## src/rtl/fsm_prog_counter.sv

```systemverilog
// Programmable up-counter FSM: counts 0..limit, then reloads or
// stops in DONE; supports pause (hold), abort and handshake release (ack).
module fsm_prog_counter #(
  parameter int WIDTH      = 8,
  parameter bit DONE_PULSE = 1'b0
) (
  input  logic             clk,
  input  logic             rst,
  input  logic             go,
  input  logic             abort,
  input  logic             hold,
  input  logic             ack,
  input  logic             reload_en,
  input  logic [WIDTH-1:0] limit,
  output logic [WIDTH-1:0] count,
  output logic             done,
  output logic             tc,
  output logic             busy,
  output logic [1:0]       state_o
);

  typedef enum logic [1:0] {
    S_IDLE  = 2'd0,
    S_COUNT = 2'd1,
    S_PAUSE = 2'd2,
    S_DONE  = 2'd3
  } state_e;

  localparam logic [WIDTH-1:0] ONE =
    {{(WIDTH-1){1'b0}}, 1'b1};

  state_e           state_q;
  logic [WIDTH-1:0] count_q;
  logic [WIDTH-1:0] limit_q;
  logic             done_q;
  logic             tc_q;
  logic             busy_q;
  logic             at_term;

  // Terminal count reached for the latched limit.
  assign at_term = (count_q == limit_q);

  // Single FSM register block; all outputs are registered here.
  always_ff @(posedge clk) begin
    if (rst) begin
      state_q <= S_IDLE;
      count_q <= '0;
      limit_q <= '0;
      done_q  <= 1'b0;
      tc_q    <= 1'b0;
      busy_q  <= 1'b0;
    end else begin
      tc_q <= 1'b0;
      if (DONE_PULSE) done_q <= 1'b0;
      unique case (state_q)
        S_IDLE: begin
          if (abort) begin
            count_q <= '0;
          end else if (!hold && go) begin
            state_q <= S_COUNT;
            limit_q <= limit;
            count_q <= '0;
            busy_q  <= 1'b1;
          end
        end
        S_COUNT, S_PAUSE: begin
          if (abort) begin
            state_q <= S_IDLE;
            count_q <= '0;
            busy_q  <= 1'b0;
          end else if (hold) begin
            state_q <= S_PAUSE;
          end else if (at_term) begin
            tc_q <= 1'b1;
            if (reload_en) begin
              state_q <= S_COUNT;
              count_q <= '0;
            end else begin
              state_q <= S_DONE;
              busy_q  <= 1'b0;
              done_q  <= 1'b1;
            end
          end else begin
            state_q <= S_COUNT;
            count_q <= count_q + ONE;
          end
        end
        S_DONE: begin
          if (abort) begin
            state_q <= S_IDLE;
            count_q <= '0;
            done_q  <= 1'b0;
          end else if (hold) begin
            state_q <= S_DONE;
          end else if (go) begin
            state_q <= S_COUNT;
            limit_q <= limit;
            count_q <= '0;
            busy_q  <= 1'b1;
            done_q  <= 1'b0;
          end else if (ack) begin
            state_q <= S_IDLE;
            count_q <= '0;
            done_q  <= 1'b0;
          end
        end
        default: begin
          state_q <= S_IDLE;
        end
      endcase
    end
  end

  assign count   = count_q;
  assign done    = done_q;
  assign tc      = tc_q;
  assign busy    = busy_q;
  assign state_o = state_q;

endmodule

```

## config.mk

```make
export PLATFORM = sky130hd
export DESIGN_NAME = fsm_prog_counter
export DESIGN_NICKNAME = d
export VERILOG_FILES = /design/src/rtl/fsm_prog_counter.sv
export SDC_FILE = /design/constraint.sdc
export NUM_CORES = 1
export LEC_CHECK = 0
export CORE_MARGIN = 2
export CORE_UTILIZATION = 54
export CTS_BUF_LIST = sky130_fd_sc_hd__clkbuf_8
export DETAILED_ROUTE_END_ITERATION = 16
export PLACE_DENSITY = 0.86
export SETUP_SLACK_MARGIN = 0.02
export SLEW_MARGIN = 20
export SYNTH_ARGS = -nofsm -noshare
export SYNTH_HDL_FRONTEND = slang
export SYNTH_SLANG_ARGS = --single-unit
```

## constraint.sdc

```tcl
create_clock -name clk -period 3.38 [get_ports clk]
set_clock_uncertainty 0.2 [all_clocks]
set_input_delay 1.014 -clock clk [delete_from_list [all_inputs] [get_ports clk]]
set_output_delay 1.014 -clock clk [all_outputs]
set_load 0.01 [all_outputs]
```

# Yosys cells after proc, flatten, opt, wreduce, memory -nomap -nowiden
# Cells that the tools add are included.
[word_totals]
ff_bits = 21
in_bits = 15
output_inout_bits = 13
wordCells = 89
[classes]
n_addsub = 1
n_eq_ne = 21
muxes = 48
bitwise = 1
reduce_logical = 12
[ops]
columns = ["op", "n"]
rows = [
  ["8-bit 2-to-1 mux", 15],
  ["8-bit case mux with 3 select lines", 1],
  ["2-bit 2-to-1 mux", 10],
  ["1-bit 2-to-1 mux", 18],
  ["2-bit != test (second input constant)", 9],
  ["8-bit case mux with 2 select lines", 1],
  ["3-bit != test (second input constant)", 5],
  ["8-bit by 1-bit adder with 8-bit output (second input constant)", 1],
  ["8-bit equality test", 1],
  ["4-bit != test (second input constant)", 2],
  ["8-bit AND reduction", 1],
  ["7-bit AND reduction", 1],
  ["2-bit case mux with 3 select lines", 1],
  ["6-bit AND reduction", 1],
  ["5-bit != test (second input constant)", 1],
  ["5-bit AND reduction", 1],
  ["2-bit equality test (second input constant)", 2],
  ["2-bit nonzero test", 2],
  ["4-bit OR reduction", 1],
  ["1-bit case mux with 3 select lines", 1],
  ["3-bit AND reduction", 1],
  ["2-bit by 1-bit equality test with 1-bit output (second input constant)", 1],
  ["2-bit logical NOT", 1],
  ["1-bit case mux with 2 select lines", 1],
  ["other kinds (4)", 4],
]

# Depth between registers and ports, before layout
[logic_depth]
depth_word = 5
mapped_depth = 7
ltp_nobuf = 7

# Worst setup path before layout
# Ideal clock, no wire load.
[synth_path]
kind = "input to register"
from = "input hold"
to = "register done_q (netlist: done)"
setup_ns = 0.075
t_arrival_ns = 2.157
required_ns = 3.105
slack_ns = 0.948
path_stages = 4
path_cell_list = "clkbuf_1 or3_1 or4b_1 a31oi_1"
[synth_between]
elab_chain_cells = 2
elab_cells_between_ends = 3
cone_classes = "eq/ne (2); reduce/logical (1)"
[synth_rtl]
columns = ["element", "line", "text"]
rows = [
  ["start: declaration", "11", "input logic hold,"],
  ["3-bit != test (no line) or 2-bit != test (tied branches)", "--", ""],
  ["7-bit AND reduction (no line) *", "--", ""],
  ["end signal: assignment", "49", "done_q <= 1'b0;"],
  ["end signal: assignment", "54", "if (DONE_PULSE) done_q <= 1'b0;"],
  ["end signal: assignment", "81", "done_q <= 1'b1;"],
  ["end: declaration", "35", "logic done_q;"],
]
# Every way passes the cells marked *; elsewhere a longest branch is shown, timed or not.
# A chain may end at the register's enable or synchronous reset.

# Final worst setup path
[layout_path]
from = "input abort"
to = "register limit_q[1]"
[layout_between]
elab_chain_cells = 2
elab_cells_between_ends = 3
cone_classes = "eq/ne (2); reduce/logical (1)"
[layout_rtl]
columns = ["element", "line", "text"]
rows = [
  ["start: declaration", "10", "input logic abort,"],
  ["2-bit != test (no line)", "--", ""],
  ["6-bit AND reduction (no line) *", "--", ""],
  ["end signal: assignment", "61", "limit_q <= limit;"],
  ["end signal: assignment", "97", "limit_q <= limit;"],
  ["end: declaration", "34", "logic [WIDTH-1:0] limit_q;"],
]
# Marks and branches as above.

==> metrics.txt <==
CP cell instances clkdlybuf4s50_1 -> nor2b_1 -> nand2_1 -> nor2_2 -> mux2i_1 -> nor2_1; DR DRC count 0; commonest non-fill, non-tap cells in the layout 27 x clkdlybuf4s50_1, 21 x dfxtp_1, 17 x nor2_1; vias per cell roughly 5.6; Adder-Cell Fraction of Synth Area roughly 4.4%; CORE AREA roughly 0.0020 mm2; Max rail drop VDD roughly 260 uV; die height roughly 50 um; clk sink count 21; critical path type in2reg; Multi-input gate area roughly 670 um2; fillers between 150 and 200; PD cells approximately 360 mW/mm2; Top FF cell, synth dfxtp_1; clk buf depth 2; outcome complete, no violations; Post-Synthesis Cells 139; fmax approximately 370 MHz; Seq cells post-synth 21; Top Usage Layer GRT met2; placed inst area between 0.001 and 0.0015 mm2; RR Endpoint done; die area 0.00251 mm2; Mapped Area roughly 0.0011 mm2; Placer Congestion approximately 0.75; setup repair after global routing missed its margin false; # nets final 188; Slew Limit Fails 0; Post-DRT Antenna Nets 0; critical path's slowest cell clkdlybuf4s50_1; routing usage on met3 under 10%; largest net degree at the start of global routing 15; min Tclk post-route around 2.7 ns; post-CTS resize count 0; setup_tns 0 ns; hpwl dp about 1800 um; # rows 16; port bufs 27; most common cell after layout, fill and taps aside clkdlybuf4s50_1; FFs w/ async S/R, synth 0%; via count approximately 1,100; register area 420 um2; layout cells sized above 1 7.14%; TritonCTS buffer count 3; Synth warnings 0; vias in the first global route approximately 1,100; met1 Use GR around 29%; Synth Area in XOR/XNOR 6.11%; Starting Density just under 60%; CTS root buffer clkbuf_8; Die Wd around 50 um; Routed wire per std cell roughly 14 um; Synth Area in Compound Gates ~16%; syn_nets approximately 160; Arrival @ worst endpoint ~2.7 ns; hold slack ~0.29 ns; # IOs 28; Max Cap Violations 0; worst r2r src count[6]; Post-synth EDFFs 0; largest family of logic cells by synthesized area simple AND/OR/NAND/NOR gates; Hold Buf Count CTS 0; mux share of post-synthesis cell area 6.99%; final instance area ~0.0015 mm2; final setup vio count 0; Clk pin slew, worst setup/hold paths approximately 0.08 ns; Post-Synth Simple-Gate Area ~25%; final hold violation count 0; area grow syn2layout 30.6%; CTS tree built; Final period util 80.6%; Netlist cell types 32; Hold Path End done; worst-margin pin slew roughly 0.56 ns; global route overflow 0; fin util roughly three quarters; min-delay src done; Slew Limit Headroom between 60% and 70%; initial antenna violation count 0; Worst-Skew Late Latency about 0.26 ns; Leakage between 0.5 and 0.6 nW; Worst Setup End Kind flop; DRT iter0 DRCs 25; crit start category input port; worst min path class reg2reg; Hold Path Depth 2; total track usage between 20% and 30%; FF-to-FF setup slack 1.34 ns; ant diodes 0; Power Total 532 uW; htree depth 1; first-pass GRT wire length ~4700 um; met2 usage a little over two fifths; Crit path required time 3.34 ns; Initial DRT Pass Iterations 4; R2R depth 5; Syn Area/Cell 8.25 um2; crit-path max cell delay roughly 0.55 ns; drt total wl approximately 2700 um; Setup Fix Bufs, Post-CTS 0; register area share after synthesis a little under two fifths; worst-path fanout max 9
cell usage after synthesis, types with 2 or more instances:
master	instances	area [um2]
inv_1	12	45.0
nand3_1	9	45.0
nor4_2	2	25.0
o211ai_1	8	60.1
mux2i_1	8	80.1
ha_1	4	50.1
dfxtp_1	21	420
nand3b_1	3	22.5
nor3_1	3	15.0
nand4_1	3	18.8
a21oi_1	7	35.0
xor2_1	8	70.1
nor2b_1	2	12.5
and3_1	2	12.5
o21ai_0	6	30.0
nand2_1	6	22.5
clkbuf_1	4	15.0
nor2_1	17	63.8
per-layer routing:
metal,part of all wire (%),wire [um]
met3,3.1,84
met5,0,0
met1,45,1210
met4,1.3,34
met2,51,1390
final cells by class:
type / count / area share [%]
clock buffers: 3 / 2.76
clock inverters: 1 / 0.334
inverters: 12 / 3.01
multi-input cells: 102 / 44.5
flip-flops and latches: 21 / 28.1
well taps: 27 / 2.26
repair buffers: 29 / 19.1
metrics by stage:
step	std cells	setup slack, ns
final	195	0.655
after CTS	195	0.665
after global placement	191	0.490
after floorplan	139	0.948
after global routing	195	0.550
after detailed placement	191	0.464
worst max-delay path, delay by kind of cell:
family,cells,cell delay [ns]
simple gates,4,0.81
mux,1,0.30
buf+inv,1,0.55
where the power goes:
part	internal (mW)	switching, mW	leakage, nW	total (mW)
Combinational	0.0501	0.0532	0.374	0.103
Clock	0.0821	0.0838	0.0255	0.166
Sequential	0.256	0.00661	0.170	0.262
flip-flops by register name, indices dropped and copies added, names as in the netlist:
register and flops:
state_o 2, busy 1, count 8, limit_q 8, tc 1, done 1
how the worst max path moves through the flow:
stage / depth (start not counted) / startpoint / slack [ns] / endpoint
after floorplan: 4 / hold / 0.95 / done
after global placement: 4 / hold / 0.49 / done
final: 6 / abort / 0.65 / limit_q[1]
after CTS: 6 / abort / 0.67 / limit_q[1]
after global routing: 6 / abort / 0.55 / limit_q[1]
after detailed placement: 4 / hold / 0.46 / done
kinds of logic after synthesis:
| family | count (synthesis) |
|---|---|
| muxes | 8 |
| adders and majority gates | 4 |
| and+or+nand+nor | 54 |
| AOI/OAI and AO/OA | 28 |
| xor gates and xnor gates | 8 |
| DFF | 21 |
| buffers and inverters | 16 |
Power figures use the tool's default switching activity.
